### config.mk
export PLATFORM = sky130hd
export DESIGN_NAME = hs32_prefetch
export DESIGN_NICKNAME = d
export VERILOG_FILES = /design/src/rtl/hs32_prefetch.sv
export SDC_FILE = /design/constraint.sdc
export NUM_CORES = 1
export LEC_CHECK = 0
export BUFFER_PORTS_ARGS = -buffer_cell sky130_fd_sc_hd__buf_2
export CAP_MARGIN = 30
export CORE_MARGIN = 4
export CORE_UTILIZATION = 50
export CTS_BUF_LIST = sky130_fd_sc_hd__clkbuf_8
export CTS_CLUSTER_DIAMETER = 120
export CTS_CLUSTER_SIZE = 40
export DETAILED_ROUTE_END_ITERATION = 10
export PLACE_DENSITY = 0.84
export SLEW_MARGIN = 15
export SYNTH_ARGS = -nofsm -noshare
export SYNTH_HDL_FRONTEND = slang
export SYNTH_SLANG_ARGS = --single-unit
export TNS_END_PERCENT = 20
### constraint.sdc
create_clock -name clk -period 3.1 [get_ports clk]
set_input_delay 0.465 -clock clk [delete_from_list [all_inputs] [get_ports clk]]
set_output_delay 0.465 -clock clk [all_outputs]
set_load 0.05 [all_outputs]
### src/rtl/hs32_prefetch.sv
// hs32 instruction prefetch unit.
// Issues sequential fetch requests to the memory arbiter and queues the
// returned instructions, each tagged with its fetch address, in a DEPTH-entry
// FIFO that decode drains with a valid/take handshake. A flush redirects the
// fetch PC and throws away everything queued or still in flight.
module hs32_prefetch #(
    parameter int             DW       = 32,
    parameter int             AW       = 32,
    parameter int             PBITS    = 2,
    parameter int             DEPTH    = 4,
    parameter int             PC_INC   = 4,
    parameter logic [AW-1:0]  RESET_PC = '0
) (
    input  logic             clk,
    input  logic             reset_n,
    output logic [AW-1:0]    addr,
    output logic             reqm,
    input  logic [DW-1:0]    dtr,
    input  logic             ackm,
    output logic [DW-1:0]    instd,
    output logic [AW-1:0]    pcd,
    output logic             ackd,
    input  logic             reqd,
    input  logic [AW-1:0]    newpc,
    input  logic             flush,
    output logic [PBITS:0]   fill
);

    localparam logic [AW-1:0]    INC     = AW'(PC_INC);
    localparam logic [PBITS+1:0] DEPTH_X = (PBITS+2)'(DEPTH);
    localparam logic [PBITS:0]   PTR_ONE = (PBITS+1)'(1);

    typedef enum logic [1:0] {IDLE, REQ, DRAIN} state_t;

    state_t             state, state_n;
    logic [AW-1:0]      pc, pc_n;
    logic [AW-1:0]      addr_r, addr_n;
    logic               reqm_r, reqm_n;
    logic [PBITS:0]     wp, rp;
    logic [PBITS:0]     fill_w;
    logic [PBITS+1:0]   fill_nx;
    logic               ackd_w;
    logic               push, pop, clr;

    // Data storage carries no reset; only the pointers qualify its contents.
    logic [DW-1:0]      mem_i [DEPTH];
    logic [AW-1:0]      mem_p [DEPTH];

    // Fetch addresses wrap modulo 2**AW.
    function automatic logic [AW-1:0] pc_step(input logic [AW-1:0] a);
        return a + INC;
    endfunction

    assign fill_w = wp - rp;
    assign ackd_w = (fill_w != '0);

    // Next-state and next-request decode; flush always wins over push and pop.
    always_comb begin
        state_n = state;
        pc_n    = pc;
        addr_n  = addr_r;
        reqm_n  = reqm_r;
        push    = 1'b0;
        clr     = flush;
        pop     = reqd && ackd_w && !flush;
        fill_nx = '0;
        case (state)
            IDLE: begin
                if (flush) begin
                    pc_n = newpc;
                end else if ({1'b0, fill_w} < DEPTH_X) begin
                    reqm_n  = 1'b1;
                    addr_n  = pc;
                    state_n = REQ;
                end
            end
            REQ: begin
                if (ackm) begin
                    if (flush) begin
                        // Returned word belongs to the old stream: drop it.
                        pc_n    = newpc;
                        reqm_n  = 1'b0;
                        state_n = IDLE;
                    end else begin
                        push    = 1'b1;
                        pc_n    = pc_step(addr_r);
                        fill_nx = {1'b0, fill_w} + (PBITS+2)'(1)
                                  - {{(PBITS+1){1'b0}}, pop};
                        // Keep streaming back-to-back while room remains.
                        if (fill_nx < DEPTH_X) begin
                            addr_n = pc_step(addr_r);
                        end else begin
                            reqm_n  = 1'b0;
                            state_n = IDLE;
                        end
                    end
                end else if (flush) begin
                    // Request cannot be aborted; wait for its ack in DRAIN.
                    pc_n    = newpc;
                    state_n = DRAIN;
                end
            end
            DRAIN: begin
                if (flush) begin
                    pc_n = newpc;
                end
                if (ackm) begin
                    reqm_n  = 1'b0;
                    state_n = IDLE;
                end
            end
            default: state_n = IDLE;
        endcase
    end

    // Control state: FSM, fetch PC, arbiter request and FIFO pointers.
    always_ff @(posedge clk or negedge reset_n) begin
        if (!reset_n) begin
            state  <= IDLE;
            pc     <= RESET_PC;
            addr_r <= '0;
            reqm_r <= 1'b0;
            wp     <= '0;
            rp     <= '0;
        end else begin
            state  <= state_n;
            pc     <= pc_n;
            addr_r <= addr_n;
            reqm_r <= reqm_n;
            if (clr) begin
                wp <= '0;
                rp <= '0;
            end else begin
                if (push) wp <= wp + PTR_ONE;
                if (pop)  rp <= rp + PTR_ONE;
            end
        end
    end

    // FIFO write: instruction word together with the address it came from.
    always_ff @(posedge clk) begin
        if (push) begin
            mem_i[wp[PBITS-1:0]] <= dtr;
            mem_p[wp[PBITS-1:0]] <= addr_r;
        end
    end

    assign addr  = addr_r;
    assign reqm  = reqm_r;
    assign instd = mem_i[rp[PBITS-1:0]];
    assign pcd   = mem_p[rp[PBITS-1:0]];
    assign ackd  = ackd_w;
    assign fill  = fill_w;

endmodule
* Yosys cells after proc, flatten, opt, wreduce, memory -nomap -nowiden
Memories as Yosys holds them, arrays and structs flattened.
Index checks and enable logic that the tools add are counted.
** Storage, ports and cells
- Bits in registers :: 73
- Latch bits :: 0
- Bits of input ports :: 69
- RAM bits :: 256
- ROM bits :: 0
- Output and inout port bits :: 101
- Memories :: 2
- Word-level logic and storage cells :: 74
** Cells by class
- Mux-type cells :: 34
- Add/subtract/negate cells :: 6
- $lt $le $gt $ge :: 2
- Div/mod/pow operators :: 0
- Equal/unequal tests :: 10
- Bitwise logic cells :: 0
- Reduce and logical (&&, ||, !) cells :: 14
- Shift operators :: 0
- $mul :: 0
** Memories
- mem_i :: depth 4, bits a word 32, read ports 1, clocked after Yosys merged registers in 0, wr ports 1, RTL line 46 : logic [DW-1:0] mem_i [DEPTH];
- mem_p :: depth 4, bits a word 32, read ports 1, clocked after Yosys merged registers in 0, wr ports 1, RTL line 47 : logic [AW-1:0] mem_p [DEPTH];
** Operators with widths (count)
- $mux W32 :: 8
- $pmux W32 S2 :: 2
- $add A32 B3 Y32 const B :: 1
- $mux W2 :: 7
- $mux W3 :: 4
- $ne A2 B2 Y1 const B :: 6
- $reduce_and A6 Y1 :: 2
- $mux W1 :: 11
- $reduce_bool A2 Y1 :: 4
- $add A3 B1 Y3 const B :: 2
- $ne A3 B3 Y1 const B :: 2
- $pmux W2 S3 :: 1
- $reduce_bool A3 Y1 :: 2
- $reduce_and A5 Y1 :: 1
- $add A3 B1 Y4 const B :: 1
- $lt A4 B3 Y1 const B :: 1
- $sub A4 B1 Y4 :: 1
- $lt A3 B3 Y1 const B :: 1
- $pmux W1 S3 :: 1
- $sub A3 B3 Y3 :: 1
- $eq A2 B1 Y1 const B :: 1
- $eq A2 B2 Y1 const B :: 1
- $logic_and A1 B1 Y1 :: 2
- $logic_not A2 Y1 :: 1
- 2 further kinds :: 2

* Logic depth before layout (Yosys ltp)
- Depth after elaboration :: 10
- Depth in mapped cells :: 11
- Depth with buffers taken out :: 9

* Worst setup path before layout
Ideal clock, no wire load.
- Kind :: register to register
- Start point :: reg state[1]
- End point :: mem mem_i[0][0] (enable)
- Clock period less this slack :: 2.996 ns
- Data required time :: 2.671 ns
- Library setup time :: 0.429 ns
- Stages on the path, launching flop included :: 7
- Arrival time :: 2.567 ns
- Slack :: 0.104 ns
- Buffers on the path :: 1
- Cells stage by stage :: dfrtp_1 -> inv_1 -> ha_1 -> buf_2 -> nand2_1 -> nor2_1 -> and2_1
** On the way
- Cells in the longest elaborated chain, start to end :: 4
** Ends and longest elaborated chain
- from (decl) :: RTL line 35 : state_t state, state_n;
- from (signal assigned) :: RTL line 126 : state <= state_n;
- $eq A2 B1 Y1 :: RTL line 67 : case (state)
- $mux W1 :: RTL line 67
- $mux W1 :: RTL line 142 : if (push) begin
- $mux W1 (not written as such) :: RTL line 143 : mem_i[wp[PBITS-1:0]] <= dtr;
- to (decl) :: RTL line 46
No other way between the ends.

* Worst setup path in the final report
- Start point :: reg wp[0]
- End point :: out fill[2]
** On the way
- Cells in the longest elaborated chain, start to end :: 1
** Ends and longest elaborated chain
- from (decl) :: RTL line 39 : logic [PBITS:0] wp, rp;
- from (signal assigned) :: RTL line 134 : if (push) wp <= wp + PTR_ONE;
- $sub A3 B3 Y3 :: RTL line 54 : assign fill_w = wp - rp;
- to (decl) :: RTL line 26 : output logic [PBITS:0] fill
No other way between the ends.

==> out/results.txt <==
DRT iter0 DRCs: 816
Post-DP HPWL: 19600 um
Core area: 27000 sq um
Final period util: 0.961
Crit start category: register
Overall Global Routing Usage: 0.196
TritonCTS clock tree: done
Port buffer count: 169
Chip Width: 174 um
Distinct cells, synth: 67
Post-Route WL: 29900 um
H-tree levels: 1
CP required: 2.63 ns
CP Max Fanout: 4
Clk_skew: 0.0802 ns
PwrDens: 908 nW/um^2
Final ANT Viol Nets: 0
Clock tree root driver cell: clkbuf_8
Most common cell after layout, fill and taps aside: edfxtp_1
Fin util: 0.569
Number of synthesized flops with an enable pin: 256
CTS sink cnt: 329
Max-slew violations: 0
Final net count: 1079
Avg Inst Size Synth: 16.4 sq um
Filler cells: 2057
CTS buffer count: 12
Via Count: 8161
Setup TNS: 0 ns
RePlAce Congestion: 0.923
Async S/R FF share, synth: 0.222
Sequential cell area: 9520 sq um
DRC: 0
Pre-Repair DR Iteration Count: 5
DR WL/cell: 22.2 um
Leakage: 5.42 nW
Initial antenna violation count: 1
RSZ-0062 raised after global routing: no
GRT Residual Overflow: 0
Vias in the first global route: 8200
Final-report setup violation count: 0
Area Growth Syn to Fin: 11.8%
Multi-input logic area: 3930 sq um
Post-Synthesis Cells: 834
Max rail drop VDD: 0.835 mV
First-pass GRT wire length: 47300 um
Status: finished, final reports clean
# IOs: 170
FMAX: 0.336 GHz
Worst-skew pair later-pin latency: 0.59 ns
Die Y: 174 um
Critical path data arrival time: 2.52 ns
Post-synthesis sequential area ratio: 0.694
CP Capture Type: output pin
Hold Path Class: in -> reg
Net Count, Synth: 915
Relative slew slack: 0.474
Max-Cap Viols: 0
Row count: 60
Starting Density: 0.509
Largest net degree at the start of global routing: 67
Commonest cells after routing, fill and taps aside: 256 x edfxtp_1, 167 x buf_2, 71 x dfrtp_1, 64 x mux4_2, 45 x nand2_1
Post-Syn Area: 13700 sq um
Primary FF master, synth: edfxtp_1
Via-to-Cell Ratio: 6.06
Syn. warnings: 0
Clock Tree Buf Depth: 3
Endpoints failing hold: 0
Crit path time final: 2.98 ns
WS Path Type: reg -> out
Area of the die: 30200 sq um
Flip-flop and latch count after synthesis: 329
Clk slew on worst S/H paths: 0.23 ns
Fraction of layout cells with a size suffix above 1: 0.300
Worst-margin pin slew: 0.789 ns
==> layout make-up <==
class,instances,share of cell area
inverters,22,0.00538
diodes,1,0.000163
well taps,341,0.0278
clock buffers,13,0.0117
repair buffers,195,0.0742
multi-input cells,438,0.256
flip-flops and latches,329,0.621
clock inverters,7,0.00343
==> critical path, stage by stage, from the launching register on <==
cell and delay (ns):
dfrtp_1 0.43, inv_1 0.11, ha_1 0.22, fa_1 0.36, xnor3_2 0.44, inv_1 0.15
buf_4 0.22
==> metrics by stage <==
stage,area (sq um),hold WS (ns),cells,worst slack [ns],total power [mW]
final,15300,0.0878,1346,0.120,13.9
after detailed placement,15100,0.473,1322,0.117,12.3
after global placement,15100,0.462,1322,0.224,12.2
after global routing,15300,0.0412,1346,0.0191,14.6
after floorplan,13700,0.169,834,0.104,10.7
after CTS,15300,0.0507,1343,0.00263,14.0
==> cells in the mapped netlist (10+ instances only) <==
library cell,n,area share
buf_2,11,0.0040
nor2_1,20,0.0055
a221o_1,10,0.0073
nand2_1,45,0.012
a22oi_1,22,0.012
ha_1,11,0.010
mux4_2,64,0.11
dfrtp_1,73,0.13
inv_1,21,0.0057
a21oi_1,31,0.011
nand3_1,25,0.0091
edfxtp_1,256,0.56
o22ai_1,13,0.0059
o21ai_0,37,0.013
clkbuf_1,24,0.0066
==> layer usage <==
| layer | global-route usage | wire [um] |
|---|---|---|
| met4 | 0.0346 | 408 |
| met2 | 0.327 | 14800 |
| met5 | 0 | 0 |
| met3 | 0.0318 | 2080 |
| met1 | 0.281 | 12600 |
==> registers in the layout, indices dropped and copies added (netlist names) <==
register  flops
pc           32
reqm          1
rp            3
mem_i       128
state         2
wp            3
mem_p       128
addr         32
==> where the power goes <==
part	leakage, nW	total [mW]	switching [mW]	internal, mW
Clock	0.137	1.64	1.22	0.414
Combinational	2.12	5.95	4.07	1.88
Sequential	3.16	6.35	0.813	5.54
Total	5.42	13.9	6.10	7.83
==> cells by family (layout without fill, tap and decap cells) <==
family          count (synthesis)  count (layout)  synth area share
simple gates                  167             167            0.0686
flops                         329             329             0.694
buf+inv                        67             237            0.0213
mux                            74              74             0.112
xor+xnor                       16              16            0.0112
fa+ha+maj                      12              12            0.0115
compound gates                169             169            0.0815
other cells                     0               1                 0
==> final timing paths <==
check,cells after the start,slack [ns],startpoint,endpoint
min in group asynchronous,2,0.34,reset_n,pc[29]
worst max-delay path,6,0.12,wp[0],fill[2]
worst min-delay path,1,0.09,dtr[30],mem_i[3][30]
max in group asynchronous,3,2.07,reset_n,pc[13]
worst min register to register,2,0.52,pc[6],pc[6]
worst max register to register,11,0.32,wp[0],addr[7]
==> what timing repair did <==
| item | in CTS | in global routing |
|---|---|---|
| buffers inserted | 0 | 1 |
| endpoints found under the hold margin | 19 | 0 |
| resized for setup | 2 | 6 |
| hold buffers | 1 | 0 |
| setup endpoints to repair | 29 | 30 |
Note: power is estimated with default switching activity, not from simulation.
